--- config.mk ---
export PLATFORM = sky130hd
export DESIGN_NAME = reg_file
export DESIGN_NICKNAME = d
export VERILOG_FILES = /design/src/rtl/reg_file.sv
export SDC_FILE = /design/constraint.sdc
export NUM_CORES = 2
export LEC_CHECK = 0
export ABC_AREA = 1
export CAP_MARGIN = 20
export CORE_ASPECT_RATIO = 1.4
export CORE_MARGIN = 5
export CORE_UTILIZATION = 55
export CTS_CLUSTER_SIZE = 12
export DETAILED_ROUTE_END_ITERATION = 8
export PLACE_DENSITY_LB_ADDON = 0.15
export SLEW_MARGIN = 5
export SYNTH_ARGS = -nofsm -noshare
export SYNTH_HDL_FRONTEND = slang
export SYNTH_SLANG_ARGS = --single-unit
export TNS_END_PERCENT = 5
--- constraint.sdc ---
create_clock -name clock -period 3.3 [get_ports clock]
set_clock_uncertainty 0.05 [all_clocks]
set_input_delay 0.66 -clock clock [delete_from_list [all_inputs] [get_ports clock]]
set_output_delay 0.66 -clock clock [all_outputs]
set_load 0.05 [all_outputs]
--- src/rtl/reg_file.sv ---
// reg_file: 32 x 32-bit register file, two combinational read ports, one synchronous write port.
// Ports: clock, reset_n (async active-low clear of all entries),
//        RegWrite/WriteRegister/WriteData (write-back port),
//        ReadRegister_1/2 -> ReadData_1/2 (decode-stage read ports).
// Register 0 is hardwired to zero; out-of-range writes are ignored and reads return 0.
// Optional: define REGFILE_BYPASS_EN for write-through bypass of same-cycle writes to the read ports.
module reg_file #(
  parameter int size       = 32,
  parameter int DATA_WIDTH = 32,
  parameter int ADDR_WIDTH = 5
) (
  input  logic                  clock,
  input  logic                  reset_n,
  input  logic                  RegWrite,
  input  logic [ADDR_WIDTH-1:0] WriteRegister,
  input  logic [DATA_WIDTH-1:0] WriteData,
  input  logic [ADDR_WIDTH-1:0] ReadRegister_1,
  input  logic [ADDR_WIDTH-1:0] ReadRegister_2,
  output logic [DATA_WIDTH-1:0] ReadData_1,
  output logic [DATA_WIDTH-1:0] ReadData_2
);
  logic [DATA_WIDTH-1:0] Data_register [size];
  logic                  we;
  logic                  hit_1, hit_2;
  assign we = RegWrite && (WriteRegister != '0) && (int'(WriteRegister) < size);
  always_ff @(posedge clock or negedge reset_n) begin
    if (!reset_n) begin
      for (int i = 0; i < size; i++) Data_register[i] <= '0;
    end else if (we) begin
      Data_register[WriteRegister] <= WriteData;
    end
  end
`ifdef REGFILE_BYPASS_EN
  // we already excludes index 0, so register 0 is never bypassed
  assign hit_1 = we && (ReadRegister_1 == WriteRegister);
  assign hit_2 = we && (ReadRegister_2 == WriteRegister);
`else
  assign hit_1 = 1'b0;
  assign hit_2 = 1'b0;
`endif
  // reads are forced to 0 during reset so a bypassed write cannot leak through
  assign ReadData_1 = !reset_n ? '0 : hit_1 ? WriteData :
                      (int'(ReadRegister_1) < size) ? Data_register[ReadRegister_1] : '0;
  assign ReadData_2 = !reset_n ? '0 : hit_2 ? WriteData :
                      (int'(ReadRegister_2) < size) ? Data_register[ReadRegister_2] : '0;
endmodule

**After elaboration in Yosys (flattened, before gate mapping)**

Cells that the tools add are included.

- Bits in registers: 1,024
- Word-level logic and storage cells: 53

- Magnitude comparators: 4
- Muxes and demuxes: 11
- Bitwise operators: 3
- Reduce and logical (&&, ||, !) cells: 3

Operators by type and width:

| operator | number |
|---|---|
| 1024-bit bitwise mux | 1 |
| 32-bit binary-select mux with 5-bit select | 2 |
| 32-bit 2-to-1 mux | 7 |
| 32-bit demux with 5-bit select | 1 |
| 6-bit >= comparator (second input constant) | 3 |
| 5-bit inverter with 6-bit output | 3 |
| 6-bit by 1-bit less-than comparator with 1-bit output (second input constant) | 1 |
| 5-bit nonzero test | 1 |
| 1-bit logical AND | 2 |

**Longest topological paths before layout**

- Depth in word-level cells: 6
- Gate-level depth with buffers: 13

**Least setup slack after synthesis**

Ideal clock, no wire load.

- Path type: in2out
- Start: in ReadRegister_2[0]
- End: out ReadData_2[18]
- Arrival time: 2.586 ns
- Required time: 2.590 ns
- Slack: 0.004 ns
- Stages: 13
- Cell sequence: clkbuf_1 inv_1 buf_2 clkbuf_1 clkbuf_1 nand2_1 nand3_1 nand3_1 nand2_1 nand2_1 nand2_1 nor2_1 nor2_1

- Longest elaborated chain between the ends: 5

RTL lines:

| item | RTL line | RTL |
|---|---|---|
| start, declared | 18 | `input logic [ADDR_WIDTH-1:0] ReadRegister_2,` |
| 5-bit inverter with 6-bit output (implied by the code) | 45 | `(int'(ReadRegister_2) < size) ? Data_register[ReadRegister_2] : '0;` |
| 32-bit binary-select mux with 5-bit select | 45 |  |
| 32-bit 2-to-1 mux (implied by the code) (2 in series) | 45 |  |
| 32-bit 2-to-1 mux | 44 | `assign ReadData_2 = !reset_n ? '0 : hit_2 ? WriteData :` |
| end, declared | 20 | `output logic [DATA_WIDTH-1:0] ReadData_2` |

Every way passes these cells. The select of a mux whose other input is x is not followed.

**Final worst setup path**

- Start: in ReadRegister_2[0]
- End: out ReadData_2[28]

Same word-level chain as after synthesis.

==> flow_summary.json <==
{
  "status": "finished, final reports clean",
  "grt_pass1_wl_mm": 337,
  "io_buffers": 113,
  "syn2layout_area_growth_pct": 15.2,
  "place.gp.congestion": 0.929,
  "path_class": "input pin to output pin",
  "drv_slew": 0,
  "grt_overflow": 0,
  "place_inst": 9397,
  "yosys_register_bits": 1024,
  "yosysUniqueCellTypes": 18,
  "final_nets": 8218,
  "tightest_slew_ns": 0.929,
  "worstPathRequired_ns": 2.59,
  "cts_tree": "built",
  "largest_reg_flops": 1024,
  "yosysMostFrequentCell": "nand2_1",
  "clock_path_buffers": 3,
  "antenna_found_initial": 11,
  "synthDominantCellAreaShare_pct": 45.4,
  "ff_latch_area_um2": 25600,
  "drtIter0Drc": 7800,
  "hold_class": "flop to flop",
  "die_h_um": 389,
  "fillers": 9190,
  "slew_headroom_pct": 38.0,
  "start_util_pct": 55.1,
  "syn_area_per_cell_um2": 6.78,
  "cts_setup_buffers": 0,
  "fin_ws_ns": 0.0242,
  "p_sw_share_pct": 32.7,
  "p_comb_share_pct": 21.7,
  "rsz0062_at_grt": "true",
  "clk_latency_ns": 0.71,
  "numCtsBuffers": 103,
  "p_leak_uw": 0.0309,
  "detail_route.wl_per_cell_um": 23.3,
  "ant_nets": 0,
  "pin_count": 114,
  "die_area_um2": 109000,
  "fmax_mhz": 305,
  "vias": 59200,
  "rows": 139,
  "syn_inst": 8317,
  "firstDrtPassIters": 7,
  "synth_top_cell_by_area": "dfrtp_1",
  "syn-cell-area_um2": 56400,
  "cts_sinks": 1024,
  "vdd_drop_max_mv": 0.485,
  "crit_fanout": 52,
  "cp-start-kind": "input pin",
  "synthFlopType": "dfrtp_1",
  "power_report.internal_total_uw": 24400,
  "synth-edff-count": 0,
  "chipWidth_um": 281,
  "core_um2": 102000,
  "hpwl_mm": 131,
  "grt_max_degree": 100,
  "drt_drc_violations_left": 0,
  "finalNonFillerCells": 9577,
  "synth_warnings": 0,
  "avgViaCountPerCell": 6.19,
  "clkTransAtPathRegs_ns": 0.06,
  "setup_violations": 0,
  "final_core_util_pct": 63.5,
  "wl_mm": 223,
  "cp-end-kind": "output pin",
  "dpl_worst_slack_ns": -0.0745,
  "top_register": "Data_register",
  "critPathArrivalTime_ns": 2.57,
  "reg.largest.list": "Data_register x1024",
  "p_sw_uw": 11900,
  "drive_above_1_share_pct": 7.97,
  "grt_pass1_vias": 56300,
  "clkPwrFrac_pct": 32.0,
  "multi_input_comb_area_um2": 27600,
  "cap_violations": 0,
  "final_hold_viol_count": 0,
  "total_power_uw": 36300,
  "p_seq_share_pct": 46.3,
  "min_period_ns": 3.28,
  "root_buffer": "clkbuf_16",
  "whs_ns": 0.353,
  "yosysSeqAreaShare_pct": 45.4,
  "period_share_pct": 99.3,
  "synth_commonest_cells": "nand2_1 (3410), nand3_1 (1368), o21ai_0 (1032)",
  "ys_top_cells_by_area": "dfrtp_1 (45%), nand2_1 (23%), nand3_1 (12%)",
  "htreeDepth": 3,
  "grt_use_total_pct": 39.8,
  "syn_nets": 8367,
  "ys_async_sr_fraction_pct": 100,
  "power_density_nw_per_um2": 559
}
layout make-up:
type / instances / area share, %
multi-input cells: 6412 / 42.5
flip-flops and latches: 1024 / 39.4
repair buffers: 505 / 9.78
clock buffers: 152 / 4.65
well taps: 1339 / 2.58
inverters: 122 / 0.770
clock inverters: 16 / 0.281
diodes: 7 / 0.0270
final timing paths:
path	cells after the start	start	slack (ns)	end
worst max register to register	2	Data_register[227]$_DFFE_PN0P_	2.47	Data_register[227]$_DFFE_PN0P_
max in group asynchronous	4	reset_n	1.44	Data_register[450]$_DFFE_PN0P_
min in group asynchronous	3	reset_n	0.56	Data_register[588]$_DFFE_PN0P_
worst max-delay path	14	ReadRegister_2[0]	0.02	ReadData_2[28]
worst min register to register	0	Data_register[1017]$_DFFE_PN0P_	0.35	Data_register[1017]$_DFFE_PN0P_
worst min-delay path	0	Data_register[1017]$_DFFE_PN0P_	0.35	Data_register[1017]$_DFFE_PN0P_
worst max-delay path: stages:
cell     delay [ns]
buf_8          0.14
inv_8          0.18
buf_12         0.29
buf_4          0.18
nand2_1        0.05
nand3_1        0.07
nand3_1        0.07
nand2_1        0.07
nand2_1        0.05
nand3_1        0.07
nand2_1        0.10
nor2_2         0.25
buf_4          0.19
buf_12         0.13
through the flow:
stage | setup TNS (ns) | instance area, um^2
final | 0 | 65000
after global routing | -0.0641 | 65000
after CTS | 0 | 64900
after detailed placement | -0.0745 | 61700
after global placement | -0.0567 | 61700
after floorplan | 0 | 56400
power groups by stage:
| stage | registers, uW | logic [uW] | clock network (uW) |
|---|---|---|---|
| floorplan | 16400 | 5190 | 0 |
| global placement | 16900 | 7480 | 0 |
| detailed placement | 16900 | 7710 | 0 |
| CTS | 16800 | 7760 | 11700 |
| global route | 17100 | 8830 | 12200 |
| finish | 16800 | 7870 | 11600 |
cell families after synthesis:
kind of cell	synth area share [%]
buffers and inverters	5.94
AO/OA/AOI/OAI	11.1
AND/OR/NAND/NOR	37.5
flip-flops	45.4
layout by cell type (no fill, tap or decap), types with 38 or more instances in the layout:
cell type,instances
dfrtp_1,1024
nor2_1,356
a21oi_1,220
buf_4,261
inv_1,110
clkbuf_16,104
nand2_1,3385
clkdlybuf4s50_1,38
o21ai_0,1032
nand3_1,1368
buf_12,190
layer usage:
metal	up-vias	share of wire [%]	global-route usage [%]
li1	26600	-	-
met1	27400	36	50.9
met2	4171	43	60.9
met3	992	13	10.4
met4	12	7.3	24.1
met5	-	0.066	0.495
timing repair:
action	4_1_cts	5_1_grt
endpoints found under the setup margin	1	9
hold buffers	5	0
gates resized for setup	1	8
hold endpoints to repair	12	0
Power figures use the tool's default switching activity.
